$ cat config.mk
export PLATFORM = sky130hd
export DESIGN_NAME = shift_unit
export DESIGN_NICKNAME = d
export VERILOG_FILES = /design/src/rtl/shift_unit.sv
export SDC_FILE = /design/constraint.sdc
export NUM_CORES = 1
export LEC_CHECK = 0
export CAP_MARGIN = 5
export CORE_MARGIN = 4
export CORE_UTILIZATION = 50
export CTS_CLUSTER_DIAMETER = 40
export DETAILED_ROUTE_END_ITERATION = 12
export HOLD_SLACK_MARGIN = 0.15
export PLACE_DENSITY = 0.78
export SLEW_MARGIN = 20
export SYNTH_ARGS = -nofsm -noshare
export SYNTH_HDL_FRONTEND = slang
export SYNTH_SLANG_ARGS = --single-unit
$ cat constraint.sdc
create_clock -name clk -period 1.6 [get_ports clk]
set_input_delay 0.24 -clock clk [delete_from_list [all_inputs] [get_ports clk]]
set_output_delay 0.24 -clock clk [all_outputs]
set_load 0.005 [all_outputs]
$ cat src/rtl/shift_unit.sv
// ---------------------------------------------------------------------------
// shift_unit
//
// Multi-cycle shift/rotate unit for the datapath ALU. An operation is
// accepted with a start pulse while idle, then executes one 1-bit step per
// clock on an internal working register. When the step counter reaches zero
// the working register is copied to the result, the CVNZ condition codes are
// registered, and a single-cycle done pulse is produced. Result and flags
// are held until the next operation completes.
//
// Parameters
//   OP_SIZE  operand/result width in bits (>= 2)
//   AMT_W    width of the shift-amount port (amount 0 .. 2**AMT_W-1)
//
// Ports
//   clk    in   system clock, rising-edge active
//   rst    in   asynchronous, active-high reset
//   start  in   operation request, sampled on a rising edge while idle
//   mode   in   000 SHL, 001 SHR, 010 ASR, 011 ROL, 100 ROR, 101-111 reserved
//   amt    in   number of 1-bit steps to perform
//   a      in   operand
//   r      out  result (registered)
//   ccr    out  condition codes {C,V,N,Z} (registered)
//   busy   out  high while an operation is in progress
//   done   out  single-cycle pulse when r/ccr have been updated
// ---------------------------------------------------------------------------
module shift_unit #(
    parameter int OP_SIZE = 4,
    parameter int AMT_W   = 3
) (
    input  logic               clk,
    input  logic               rst,
    input  logic               start,
    input  logic [2:0]         mode,
    input  logic [AMT_W-1:0]   amt,
    input  logic [OP_SIZE-1:0] a,
    output logic [OP_SIZE-1:0] r,
    output logic [3:0]         ccr,
    output logic               busy,
    output logic               done
);

    localparam int MSB = OP_SIZE - 1;

    localparam logic [2:0] MODE_SHL = 3'b000;
    localparam logic [2:0] MODE_SHR = 3'b001;
    localparam logic [2:0] MODE_ASR = 3'b010;
    localparam logic [2:0] MODE_ROL = 3'b011;
    localparam logic [2:0] MODE_ROR = 3'b100;

    localparam logic [AMT_W-1:0] CNT_ONE = AMT_W'(1);

    typedef enum logic {
        ST_IDLE,
        ST_RUN
    } state_t;

    // ------------------------------------------------------------------
    // State
    // ------------------------------------------------------------------
    state_t             state_q, state_d;
    logic [OP_SIZE-1:0] work_q,  work_d;   // value being shifted
    logic [AMT_W-1:0]   cnt_q,   cnt_d;    // steps still to perform
    logic [2:0]         mode_q,  mode_d;   // mode latched at start
    logic               c_q,     c_d;      // last bit shifted/rotated out
    logic               v_q,     v_d;      // sticky "MSB changed" for SHL
    logic [OP_SIZE-1:0] r_q,     r_d;
    logic [3:0]         ccr_q,   ccr_d;
    logic               done_q,  done_d;

    // ------------------------------------------------------------------
    // One 1-bit step of the working register for the latched mode.
    // ------------------------------------------------------------------
    logic [OP_SIZE-1:0] step_val;
    logic               step_out;

    // NOTE: every signal written in an always_comb block gets a default at
    // the top; a path that leaves one unassigned would infer a latch.
    always_comb begin
        step_val = work_q;
        step_out = 1'b0;
        case (mode_q)
            MODE_SHL: begin
                step_val = {work_q[MSB-1:0], 1'b0};
                step_out = work_q[MSB];
            end
            MODE_SHR: begin
                step_val = {1'b0, work_q[MSB:1]};
                step_out = work_q[0];
            end
            MODE_ASR: begin
                step_val = {work_q[MSB], work_q[MSB:1]};
                step_out = work_q[0];
            end
            MODE_ROL: begin
                step_val = {work_q[MSB-1:0], work_q[MSB]};
                step_out = work_q[MSB];
            end
            MODE_ROR: begin
                step_val = {work_q[0], work_q[MSB:1]};
                step_out = work_q[0];
            end
            default: begin
                // Reserved modes load a zero step count, so no step is ever
                // taken; the working register simply holds.
                step_val = work_q;
                step_out = 1'b0;
            end
        endcase
    end

    // Reserved modes behave as a zero-length operation.
    logic mode_reserved;
    assign mode_reserved = (mode > MODE_ROR);

    // ------------------------------------------------------------------
    // Next-state logic
    // ------------------------------------------------------------------
    always_comb begin
        state_d = state_q;
        work_d  = work_q;
        cnt_d   = cnt_q;
        mode_d  = mode_q;
        c_d     = c_q;
        v_d     = v_q;
        r_d     = r_q;
        ccr_d   = ccr_q;
        done_d  = 1'b0;

        case (state_q)
            ST_IDLE: begin
                // Sampling happens only here, so start while busy is ignored
                // and later input changes cannot disturb a running operation.
                if (start) begin
                    work_d  = a;
                    mode_d  = mode;
                    cnt_d   = mode_reserved ? '0 : amt;
                    c_d     = 1'b0;
                    v_d     = 1'b0;
                    state_d = ST_RUN;
                end
            end

            ST_RUN: begin
                if (cnt_q != '0) begin
                    work_d = step_val;
                    cnt_d  = cnt_q - CNT_ONE;
                    c_d    = step_out;
                    // V records whether the sign bit ever moved during a
                    // left shift; it stays set once any step flips it.
                    if ((mode_q == MODE_SHL) && (step_val[MSB] != work_q[MSB])) begin
                        v_d = 1'b1;
                    end
                end else begin
                    r_d     = work_q;
                    ccr_d   = {c_q, v_q, work_q[MSB], (work_q == '0)};
                    done_d  = 1'b1;
                    state_d = ST_IDLE;
                end
            end

            default: state_d = ST_IDLE;
        endcase
    end

    // ------------------------------------------------------------------
    // Registers
    // ------------------------------------------------------------------
    // NOTE: sequential state is updated with non-blocking assignments so all
    // registers sample the pre-edge values regardless of statement order.
    // NOTE: every register is reset, including the working register and
    // counter, so an aborted operation leaves no residue behind.
    always_ff @(posedge clk or posedge rst) begin
        if (rst) begin
            state_q <= ST_IDLE;
            work_q  <= '0;
            cnt_q   <= '0;
            mode_q  <= MODE_SHL;
            c_q     <= 1'b0;
            v_q     <= 1'b0;
            r_q     <= '0;
            ccr_q   <= 4'b0000;
            done_q  <= 1'b0;
        end else begin
            state_q <= state_d;
            work_q  <= work_d;
            cnt_q   <= cnt_d;
            mode_q  <= mode_d;
            c_q     <= c_d;
            v_q     <= v_d;
            r_q     <= r_d;
            ccr_q   <= ccr_d;
            done_q  <= done_d;
        end
    end

    // busy is decoded straight from the state register, so it is glitch-free
    // and drops on the same edge that raises done.
    assign busy = (state_q == ST_RUN);
    assign done = done_q;
    assign r    = r_q;
    assign ccr  = ccr_q;

    // ------------------------------------------------------------------
    // Handshake invariants
    // ------------------------------------------------------------------
    busy_done_exclusive: assert property (
        @(posedge clk) disable iff (rst) !(busy && done)
    );

    done_single_pulse: assert property (
        @(posedge clk) disable iff (rst) done |=> !done
    );

endmodule
==> run_results.csv, run 1 <==
group,metric,value,unit
outcome,status,"complete, no violations",
synthesis,synthCells,114,
min_path,hp-class,"input pin to async pin",
sta,relSlewSlack,78.0,%
power,power_density,1980,nW/µm²
synthesis,synth_top_area_cell,"dfrtp_1",
sta,slew_violations,0,
setup_path,slowest_stage,"clkdlybuf4s50_1",
drt,dr.pass1.iters,4,
drt,detail-route-antenna-nets,0,
power,ir_worst_vdd,1.15,mV
setup_path,required,1.36,ns
sta,grt_setup_unrepaired,"false",
floorplanning,io_pins,23,
floorplanning,die_w,55.3,µm
setup_path,crit_path_max_fanout,8,
cells_and_area,multiInputGateArea,513,µm²
cells_and_area,syn_to_final_growth,25.2,%
clock_network,cts_setup_buffers,0,
setup_path,cp.arrival,1.27,ns
grt,gr-total-overflow,0,
synthesis,synth_cell_types,33,
sta,fin_tns_setup,0,ns
synthesis,synth_nets,129,
sta,finalCritPeriodShare,94.2,%
place,gp_congestion,0.765,
flow_run,maxCapViolCount,0,
cells_and_area,drive_gt1_share,15.8,%
cells_and_area,layout.nets,155,
setup_path,critPathLaunchType,"register",
setup_path,path_buf_inv,1,
cells_and_area,nFillCells,177,
drt,drt-initial-drc-count,32,
floorplanning,rows,16,
floorplanning,start_util,54.8,%
setup_path,critPathCaptureType,"output port",
drt,totalWireLength,2.17,mm
synthesis,ys_seq_elements,21,
clock_network,cts_buffer_depth,2,
floorplanning,die_h,55.3,µm
place,dpl.hpwl,1.69,mm
grt,grt_pass1_vias,817,
sta,hold_violations,0,
power,p_leak,0.000626,µW
synthesis,ys_top_cells_by_area,"dfrtp_1, nand2_1, mux2_2",
setup_path,path_cells,"clkdlybuf4s50_1",
clock_network,cts_buffers,3,
synthesis,synth-edff-count,0,
synthesis,yosys_most_used_dff,"dfrtp_1",
drt,vias,892,
synthesis,syn-cell-area,1120,µm²
synthesis,yosysSeqAreaShare,47.0,%
cells_and_area,diodes,0,
floorplanning,coreArea,2040,µm²
drt,viasPerCell,5.37,
clock_network,clock_latency,0.29,ns
sta,min_period,1.51,ns
grt,grt_usage,15.0,%
clock_network,clkSlewWorstSetupHoldPaths,0.11,ns
clock_network,root_buffer,"clkbuf_4",
cells_and_area,register_area,528,µm²
synthesis,yosys.area.top_type_share,47.0,%
grt,grt_pass1_wl,3.66,mm
setup_path,path_delay_family,"buffers and inverters",
floorplanning,fp.dieArea,3060,µm²
synthesis,synth_warnings,0,
clock_network,cts_hold_buf,0,
drt,avgRoutedWirePerCell,13.1,µm
sta,finalSetupViolations,0,
clock_network,clock_sinks,21,
setup_path,path_class,"register to output port",
sta,worstMarginPinSlew,0.330,ns
synthesis,async_flop_share,100,%
grt,grt_max_degree,22,
sta,fmax,0.663,GHz
grt,antenna_found_initial,0,
sta,hold_ws,0.262,ns
sta,clock_skew,0.00438,ns
place,numPortBuffers,22,
setup_path,slowest_delay,0.53,ns
drt,drc,0,
synthesis,syn_avg_cell_area,9.81,µm²
clock_network,htreeDepth,1,
clock_network,tritoncts,"yes",
path summary, 6_finish.rpt:
kind	from	endpoint	slack (ns)	depth (start not counted)
min in group clk	ccr[3]$_DFFE_PP0P_	ccr[3]$_DFFE_PP0P_	0.48	2
min	rst	cnt_q[2]$_DFFE_PP0P_	0.26	3
max in group asynchronous	rst	busy$_DFF_PP0_	1.11	3
max	busy$_DFF_PP0_	busy	0.09	1
min reg2reg	ccr[3]$_DFFE_PP0P_	ccr[3]$_DFFE_PP0P_	0.48	2
max reg2reg	cnt_q[0]$_DFFE_PP0P_	work_q[2]$_DFFE_PP0P_	0.10	7
sequential cells by signal (all words and copies together), names as in the netlist:
register and cells:
c_q 1, v_q 1, ccr 4, done 1, work_q 4, busy 1, cnt_q 3, mode_q 3
r 3
placed cells by master (no fill, tap or decap), types with 3 or more instances in the layout:
| cell type | count |
|---|---|
| nand3_1 | 3 |
| nand2_1 | 21 |
| o22ai_1 | 4 |
| dfrtp_1 | 19 |
| buf_4 | 6 |
| o221ai_1 | 3 |
| mux2i_1 | 3 |
| a21oi_1 | 7 |
| o21ai_1 | 3 |
| o21ai_0 | 3 |
| mux2_2 | 5 |
| inv_1 | 7 |
| clkdlybuf4s50_1 | 22 |
| a22o_1 | 3 |
| nand3b_1 | 3 |
| clkbuf_4 | 3 |
repair_timing:
item | 4_1_cts | 5_1_grt
setup endpoints to repair | 0 | 2
resized for setup | 0 | 2
hold endpoints to repair | 0 | 0
tightest hold or removal path, delay by kind of cell:
kind | cells | cell delay, ns
buf+inv | 3 | 0.71
cells in the mapped netlist, types with 2 or more instances:
master,n
inv_1,7
nor2_1,2
nand2_1,21
o221ai_1,3
nor2b_1,2
nand3b_1,3
mux2_2,5
ha_1,2
inv_2,2
a22o_1,3
a21oi_1,7
o21ai_1,3
nand3_1,3
o21ai_0,3
dfrtp_1,21
o22ai_1,4
mux2i_1,3
buf_2,4
buf_4,2
area by class of cell:
cell class,instances,area share (%)
multi-input cells,77,36.6
inverters,9,2.41
clock buffers,4,1.88
flip-flops and latches,21,37.7
repair buffers,28,18.9
well taps,27,2.41
power breakdown:
part           internal (µW)  leakage (µW)  total, µW  switching (µW)
logic                    799      0.000350       1470             675
clock network           97.0     0.0000150        246             149
registers                772      0.000262       1050             276
per-stage QoR:
stage / std cells / area (µm²) / utilization, % / total power [µW] / worst slack (ns)
CTS: 166 / 1400 / 68.4 / 2790 / 0.00473
finish: 166 / 1400 / 68.6 / 2770 / 0.0924
detailed placement: 162 / 1370 / 67.2 / 2530 / 0.0169
floorplan: 114 / 1120 / - / 2080 / 0.233
global route: 166 / 1400 / 68.6 / 3020 / 0.0162
global placement: 162 / 1370 / 67.2 / 2470 / 0.0671
cell families after synthesis:
family / share of synthesized area, %
AOI/OAI and AO/OA: 18.2
xor gates and xnor gates: 3.24
adders and majority gates: 2.24
and+or+nand+nor: 14.4
buffers and inverters: 7.16
DFF: 47.0
muxes: 7.72
routing by layer:
metal	global-route usage [%]	part of all wire (%)
met2	25.3	50
met3	3.26	5.8
met1	18.8	44
met4	5.21	0.55
met5	0	0
No activity file was read; power rests on OpenSTA's default activity.
==> run 2: changes to the inputs <==
--- a/config.mk
+++ b/config.mk
@@ -5,6 +5,7 @@
 export SDC_FILE = /design/constraint.sdc
 export NUM_CORES = 1
 export LEC_CHECK = 0
+export ABC_CLOCK_PERIOD_IN_PS = 1600
 export CAP_MARGIN = 5
 export CORE_MARGIN = 4
 export CORE_UTILIZATION = 50
==> results of run 2 <==
Final layout, timing and power as in run 1 (identical DEF).
